--- config.mk ---
export PLATFORM = sky130hd
export DESIGN_NAME = timed_decoder_flat
export DESIGN_NICKNAME = d
export VERILOG_FILES = /design/src/rtl/timed_decoder_pkg.sv /design/src/rtl/timed_decoder_if.sv /design/src/rtl/timed_decoder_decoder_3to8.sv /design/src/rtl/timed_decoder.sv /design/src/flat_wrapper.sv
export SDC_FILE = /design/constraint.sdc
export NUM_CORES = 1
export LEC_CHECK = 0
export CORE_MARGIN = 1
export CORE_UTILIZATION = 24
export CTS_BUF_LIST = sky130_fd_sc_hd__clkbuf_2
export DETAILED_ROUTE_END_ITERATION = 8
export DONT_BUFFER_PORTS = 1
export GPL_TIMING_DRIVEN = 0
export SYNTH_ARGS = -nofsm -noshare
export SYNTH_HDL_FRONTEND = slang
export SYNTH_SLANG_ARGS = --single-unit
--- constraint.sdc ---
create_clock -name clk -period 2 [get_ports clk]
set_input_delay 0.4 -clock clk [delete_from_list [all_inputs] [get_ports clk]]
set_output_delay 0.4 -clock clk [all_outputs]
set_load 0.01 [all_outputs]
--- src/rtl/timed_decoder_pkg.sv ---
// Shared definitions for the timed 3-to-8 decoder: state encoding, widths and
// the code/line mapping used by both the encoder and the decoder.
package timed_decoder_pkg;

  localparam int CODE_W = 3;
  localparam int LINE_W = 8;

  localparam logic [1:0] ST_IDLE  = 2'd0;
  localparam logic [1:0] ST_DRIVE = 2'd1;
  localparam logic [1:0] ST_GAP   = 2'd2;

  typedef enum logic [1:0] {
    S_IDLE  = ST_IDLE,
    S_DRIVE = ST_DRIVE,
    S_GAP   = ST_GAP
  } state_e;

  // Code n selects line n (code 0 -> dout_a ... code 7 -> dout_h).
  function automatic logic [LINE_W-1:0] code_to_line(input logic [CODE_W-1:0] code);
    code_to_line = LINE_W'(1) << code;
  endfunction

  // Inverse mapping for the encoder side; the lowest set line wins.
  function automatic logic [CODE_W-1:0] line_to_code(input logic [LINE_W-1:0] line);
    line_to_code = '0;
    for (int i = LINE_W - 1; i >= 0; i--) begin
      if (line[i]) line_to_code = CODE_W'(i);
    end
  endfunction

endpackage

--- src/rtl/timed_decoder_if.sv ---
// Code handshake and decoded line bundle between a code source and the decoder.
interface timed_decoder_if;

  logic din_valid;
  logic din_0;
  logic din_1;
  logic din_2;
  logic din_ready;
  logic dout_a;
  logic dout_b;
  logic dout_c;
  logic dout_d;
  logic dout_e;
  logic dout_f;
  logic dout_g;
  logic dout_h;
  logic dout_valid;
  logic busy;

  modport master (
    output din_valid, din_0, din_1, din_2,
    input  din_ready, dout_a, dout_b, dout_c, dout_d,
    input  dout_e, dout_f, dout_g, dout_h, dout_valid, busy
  );

  modport slave (
    input  din_valid, din_0, din_1, din_2,
    output din_ready, dout_a, dout_b, dout_c, dout_d,
    output dout_e, dout_f, dout_g, dout_h, dout_valid, busy
  );

endinterface

--- src/rtl/timed_decoder_decoder_3to8.sv ---
// Combinational 3-bit code to one-hot line decoder with enable.
module decoder_3to8
  import timed_decoder_pkg::*;
(
  input  logic [CODE_W-1:0] code,
  input  logic              en,
  output logic [LINE_W-1:0] line
);

  assign line = en ? code_to_line(code) : '0;

endmodule

--- src/rtl/timed_decoder.sv ---
// Registered 3-to-8 decoder: drives the decoded line for HOLD_CYC cycles,
// then holds all lines low for GAP_CYC cycles before accepting the next code.
module timed_decoder
  import timed_decoder_pkg::*;
#(
  parameter int HOLD_CYC = 4,
  parameter int GAP_CYC  = 1,
  parameter int CNT_W    = 8
) (
  input  logic           clk,
  input  logic           rst_n,
  timed_decoder_if.slave bus
);

  localparam logic [CNT_W-1:0] CNT_ONE = CNT_W'(1);
  localparam logic [CNT_W-1:0] HOLD_LD = (HOLD_CYC > 0) ? CNT_W'(HOLD_CYC - 1) : '0;
  localparam logic [CNT_W-1:0] GAP_LD  = (GAP_CYC > 0) ? CNT_W'(GAP_CYC - 1) : '0;

  state_e              state_q, state_d;
  logic [CNT_W-1:0]    cnt_q, cnt_d;
  logic [CODE_W-1:0]   code_q, code_d;
  logic [LINE_W-1:0]   line_q, line_d;
  logic                valid_q, valid_d;
  logic                busy_q, busy_d;
  logic                ready_q, ready_d;

  always_comb begin
    state_d = state_q;
    cnt_d   = cnt_q;
    code_d  = code_q;
    case (state_q)
      S_IDLE: begin
        if (bus.din_valid && ready_q) begin
          code_d  = {bus.din_2, bus.din_1, bus.din_0};
          cnt_d   = HOLD_LD;
          state_d = S_DRIVE;
        end
      end
      S_DRIVE: begin
        if (cnt_q == '0) begin
          if (GAP_CYC > 0) begin
            cnt_d   = GAP_LD;
            state_d = S_GAP;
          end else begin
            state_d = S_IDLE;
          end
        end else begin
          cnt_d = cnt_q - CNT_ONE;
        end
      end
      S_GAP: begin
        if (cnt_q == '0) state_d = S_IDLE;
        else             cnt_d   = cnt_q - CNT_ONE;
      end
      default: state_d = S_IDLE;
    endcase
    // Outputs are registered from the next state so the line rises on the
    // handshake edge itself rather than one cycle later.
    valid_d = (state_d == S_DRIVE);
    busy_d  = (state_d != S_IDLE);
    ready_d = (state_d == S_IDLE);
  end

  decoder_3to8 u_dec (
    .code (code_d),
    .en   (state_d == S_DRIVE),
    .line (line_d)
  );

  always_ff @(posedge clk or negedge rst_n) begin
    if (!rst_n) begin
      state_q <= S_IDLE;
      cnt_q   <= '0;
      code_q  <= '0;
      line_q  <= '0;
      valid_q <= 1'b0;
      busy_q  <= 1'b0;
      ready_q <= 1'b1;
    end else begin
      state_q <= state_d;
      cnt_q   <= cnt_d;
      code_q  <= code_d;
      line_q  <= line_d;
      valid_q <= valid_d;
      busy_q  <= busy_d;
      ready_q <= ready_d;
    end
  end

  assign bus.din_ready  = ready_q;
  assign bus.dout_valid = valid_q;
  assign bus.busy       = busy_q;
  assign {bus.dout_h, bus.dout_g, bus.dout_f, bus.dout_e,
          bus.dout_d, bus.dout_c, bus.dout_b, bus.dout_a} = line_q;

endmodule

--- src/flat_wrapper.sv ---
// flat-port wrapper written by rule: the top's interface ports become plain ports
module timed_decoder_flat import timed_decoder_pkg::*;
#(
  parameter int HOLD_CYC = 4,
  parameter int GAP_CYC  = 1,
  parameter int CNT_W    = 8
)
  (clk, rst_n, bus_din_valid, bus_din_0, bus_din_1, bus_din_2, bus_din_ready, bus_dout_a, bus_dout_b, bus_dout_c, bus_dout_d, bus_dout_e, bus_dout_f, bus_dout_g, bus_dout_h, bus_dout_valid, bus_busy);
  timed_decoder_if bus_i ();
  input  logic clk;
  input  logic rst_n;
  input wire logic [$bits(bus_i.din_valid)-1:0] bus_din_valid;
  input wire logic [$bits(bus_i.din_0)-1:0] bus_din_0;
  input wire logic [$bits(bus_i.din_1)-1:0] bus_din_1;
  input wire logic [$bits(bus_i.din_2)-1:0] bus_din_2;
  output wire logic [$bits(bus_i.din_ready)-1:0] bus_din_ready;
  output wire logic [$bits(bus_i.dout_a)-1:0] bus_dout_a;
  output wire logic [$bits(bus_i.dout_b)-1:0] bus_dout_b;
  output wire logic [$bits(bus_i.dout_c)-1:0] bus_dout_c;
  output wire logic [$bits(bus_i.dout_d)-1:0] bus_dout_d;
  output wire logic [$bits(bus_i.dout_e)-1:0] bus_dout_e;
  output wire logic [$bits(bus_i.dout_f)-1:0] bus_dout_f;
  output wire logic [$bits(bus_i.dout_g)-1:0] bus_dout_g;
  output wire logic [$bits(bus_i.dout_h)-1:0] bus_dout_h;
  output wire logic [$bits(bus_i.dout_valid)-1:0] bus_dout_valid;
  output wire logic [$bits(bus_i.busy)-1:0] bus_busy;
  assign bus_i.din_valid = bus_din_valid;
  assign bus_i.din_0 = bus_din_0;
  assign bus_i.din_1 = bus_din_1;
  assign bus_i.din_2 = bus_din_2;
  assign bus_din_ready = bus_i.din_ready;
  assign bus_dout_a = bus_i.dout_a;
  assign bus_dout_b = bus_i.dout_b;
  assign bus_dout_c = bus_i.dout_c;
  assign bus_dout_d = bus_i.dout_d;
  assign bus_dout_e = bus_i.dout_e;
  assign bus_dout_f = bus_i.dout_f;
  assign bus_dout_g = bus_i.dout_g;
  assign bus_dout_h = bus_i.dout_h;
  assign bus_dout_valid = bus_i.dout_valid;
  assign bus_busy = bus_i.busy;
  timed_decoder #(.HOLD_CYC(HOLD_CYC), .GAP_CYC(GAP_CYC), .CNT_W(CNT_W)) u_core (.clk(clk), .rst_n(rst_n), .bus(bus_i));
endmodule
==> results_dict.tcl <==
set metrics [dict create \
    period_needed_ps 1910 \
    slew_headroom 0.294 \
    rsz0062_at_grt "yes" \
    core_area_sq_mm 0.00472 \
    ys_seq_area_frac 0.512 \
    synth_top_area_cell "dfrtp_1" \
    final_hold_viol_count 0 \
    layout_common_cells "dfrtp_1, nor2_1, nor4_1" \
    path_cells "inv_2 > ha_1 > nor3b_4 > a311o_2 > buf_4 > or3_1 > a22oi_2" \
    via_per_inst 4.71 \
    maxCapViolCount 0 \
    path_depth 7 \
    drc 0 \
    peakVddDrop_v 0.000187 \
    worstPathRequired_ps 2310 \
    worst-path-buf-inv 2 \
    avgSynthCellArea_sq_um 11.1 \
    n_antenna_cell 0 \
    synthTopCellsByArea "dfrtp_1, ha_1, nor4_1" \
    yosys_warnings 0 \
    area_growth_pct 21.0 \
    multi_input_area_sq_um 584 \
    postRouteAntennaNets 0 \
    seqCellArea_sq_um 602 \
    fill_cells 485 \
    cp_max_fo 7 \
    first_global_vias 842 \
    drive_gt1_frac 0.271 \
    rr_startpoint "u_core.cnt_q[0]" \
    vias 871 \
    start_kind "register" \
    end_kind "register" \
    tightest_slew_ps 1060 \
    status "complete, no violations" \
    htreeDepth 1 \
    reg2reg_to "u_core.cnt_q[3]" \
    gp_congestion 0.737 \
    fp.dieH_um 72.0 \
    finalMaxSlewViolations 0 \
    r2r_cells 7 \
    r2r_setup_slack_ps 90 \
    netlist_area_sq_mm 0.00118 \
    clk_pin_slew_ps 250 \
    ios 17 \
    antenna_found_initial 0 \
    ys_ff_latch 24 \
    finalSetupViolations 0 \
    synth.net_count 118 \
    powerDensity_mw_per_mm2 575 \
    fp.dieW_um 72.0 \
    rows 25 \
    critical_path_class "register to register" \
    crit_family "compound AO/OA/AOI/OAI gates" \
    nets 131 \
    total_power_mw 0.818 \
    portBuffers 0 \
    fin_crit_sh 0.956 \
    cp_slowest_cell "a311o_2" \
    grt_max_degree 25 \
    final_common_cell "dfrtp_1" \
    leakagePower_nw 0.616 \
    hp-class "input pin to register" \
    dieArea_sq_mm 0.00518 \
    numCtsBuffers 3 \
    gr-total-overflow 0 \
    clock_sinks 24 \
    detailed_place_hpwl_mm 1.70 \
    worstSetupEndpoint "u_core.cnt_q[3]" \
    clock.fmax_mhz 523 \
    cts_tree "yes" \
    fin_worst_skew_ps 29.2 \
    holdWs_ps 271 \
    track_usage 0.100 \
    syn_inst 106 \
    drt-total-wl_mm 2.42 \
    arrival_ps 2220 \
    yosysTopAreaCellShare 0.489 \
    clk_path_buf_depth 2 \
    crit_start "u_core.cnt_q[0]" \
    grt_pass1_wl_mm 3.95 \
    drt-pass1-iter-count 4 \
    initial_utilization 0.249 \
    first_iter_violations 29 \
    slowest_delay_ps 450 \
    post_drt_wl_per_cell_um 13.1 \
    synth_cell_type_count 35 \
    clockRootBuffer "clkbuf_2" \
    insertion_delay_ps 350 \
]
## what timing repair did
action	CTS	global route
endpoints found under the setup margin	15	16
resized for setup	5	9
hold buffers	1	0
buffers inserted	4	3
pin swaps	1	5
endpoints found under the hold margin	24	0
## layout make-up
type,instances,share of cell area
flip-flops and latches,24,0.423
multi-input cells,71,0.411
well taps,67,0.0589
repair buffers,8,0.0440
inverters,10,0.0264
clock inverters,1,0.0211
clock buffers,3,0.0106
plain buffers,1,0.00528
## registers in the layout (all words and copies together) (netlist names)
register,count
u_core.line_q,8
u_core.cnt_q,8
u_core.bus.din_ready,1
u_core.bus.dout_valid,1
u_core.code_q,3
u_core.state_q,2
u_core.bus.busy,1
## through the flow
step                      std cells  setup TNS (ps)  setup slack, ps  cell area (sq um)  utilization
after detailed placement        173           -2890             -302               1260        0.267
after CTS                       182               0             12.4               1360        0.288
after floorplan                 106               0             49.7               1180            -
after global placement          173           -1880             -209               1260        0.267
after global routing            185           -7.98            -7.98               1420        0.301
final                           185               0             87.5               1420        0.301
## how the worst min path moves through the flow
| stage | from | end | slack (ps) | depth (start not counted) |
|---|---|---|---|---|
| 3_3_place_gp | rst_n | u_core.cnt_q[6] | 110 | 0 |
| 2_1_floorplan | rst_n | u_core.bus.busy | 100 | 0 |
| 5_1_grt | bus_din_1 | u_core.code_q[1] | 230 | 2 |
| 3_5_place_dp | rst_n | u_core.cnt_q[1] | 110 | 0 |
| 6_report | bus_din_0 | u_core.code_q[0] | 270 | 2 |
| 4_1_cts | bus_din_0 | u_core.code_q[0] | 240 | 2 |
## metal layers
layer | global-route usage | share of wire | up-vias
met1 | 0.106 | 0.42 | 434
met5 | 0 | 0 | -
li1 | - | - | 419
met3 | 0.0403 | 0.053 | 4
met2 | 0.182 | 0.52 | 14
met4 | 0.0327 | 0.010 | 0
## cells in the mapped netlist (all sizes together)
master,n
a21oi,4
nand4bb,1
a31oi,3
mux2i,3
a21boi,2
a211oi,1
or2,1
a21o,1
dfstp,1
or3,5
or4,1
nand3,1
o41ai,1
o31ai,1
a21bo,1
ha,6
nor3b,1
a311oi,1
nand2,5
a311o,1
and4,1
dfrtp,23
o21bai,1
nor2,8
o21ai,6
a2bb2oi,1
inv,10
nor4,9
buf,1
a22oi,5
## power breakdown
part | total [mW] | switching (mW) | internal [mW] | leakage [nW]
clock network | 0.321 | 0.149 | 0.172 | 0.0266
registers | 0.486 | 0 | 0.486 | 0.296
logic | 0.0104 | 0.00888 | 0.00148 | 0.293
## logic make-up after synthesis
family,after synthesis,share of synthesized area
and+or+nand+nor,33,0.178
DFF,24,0.512
adders and majority gates,6,0.0638
muxes,3,0.0255
AOI/OAI and AO/OA,29,0.185
buffers and inverters,11,0.0362
(Power assumes the default switching activity.)
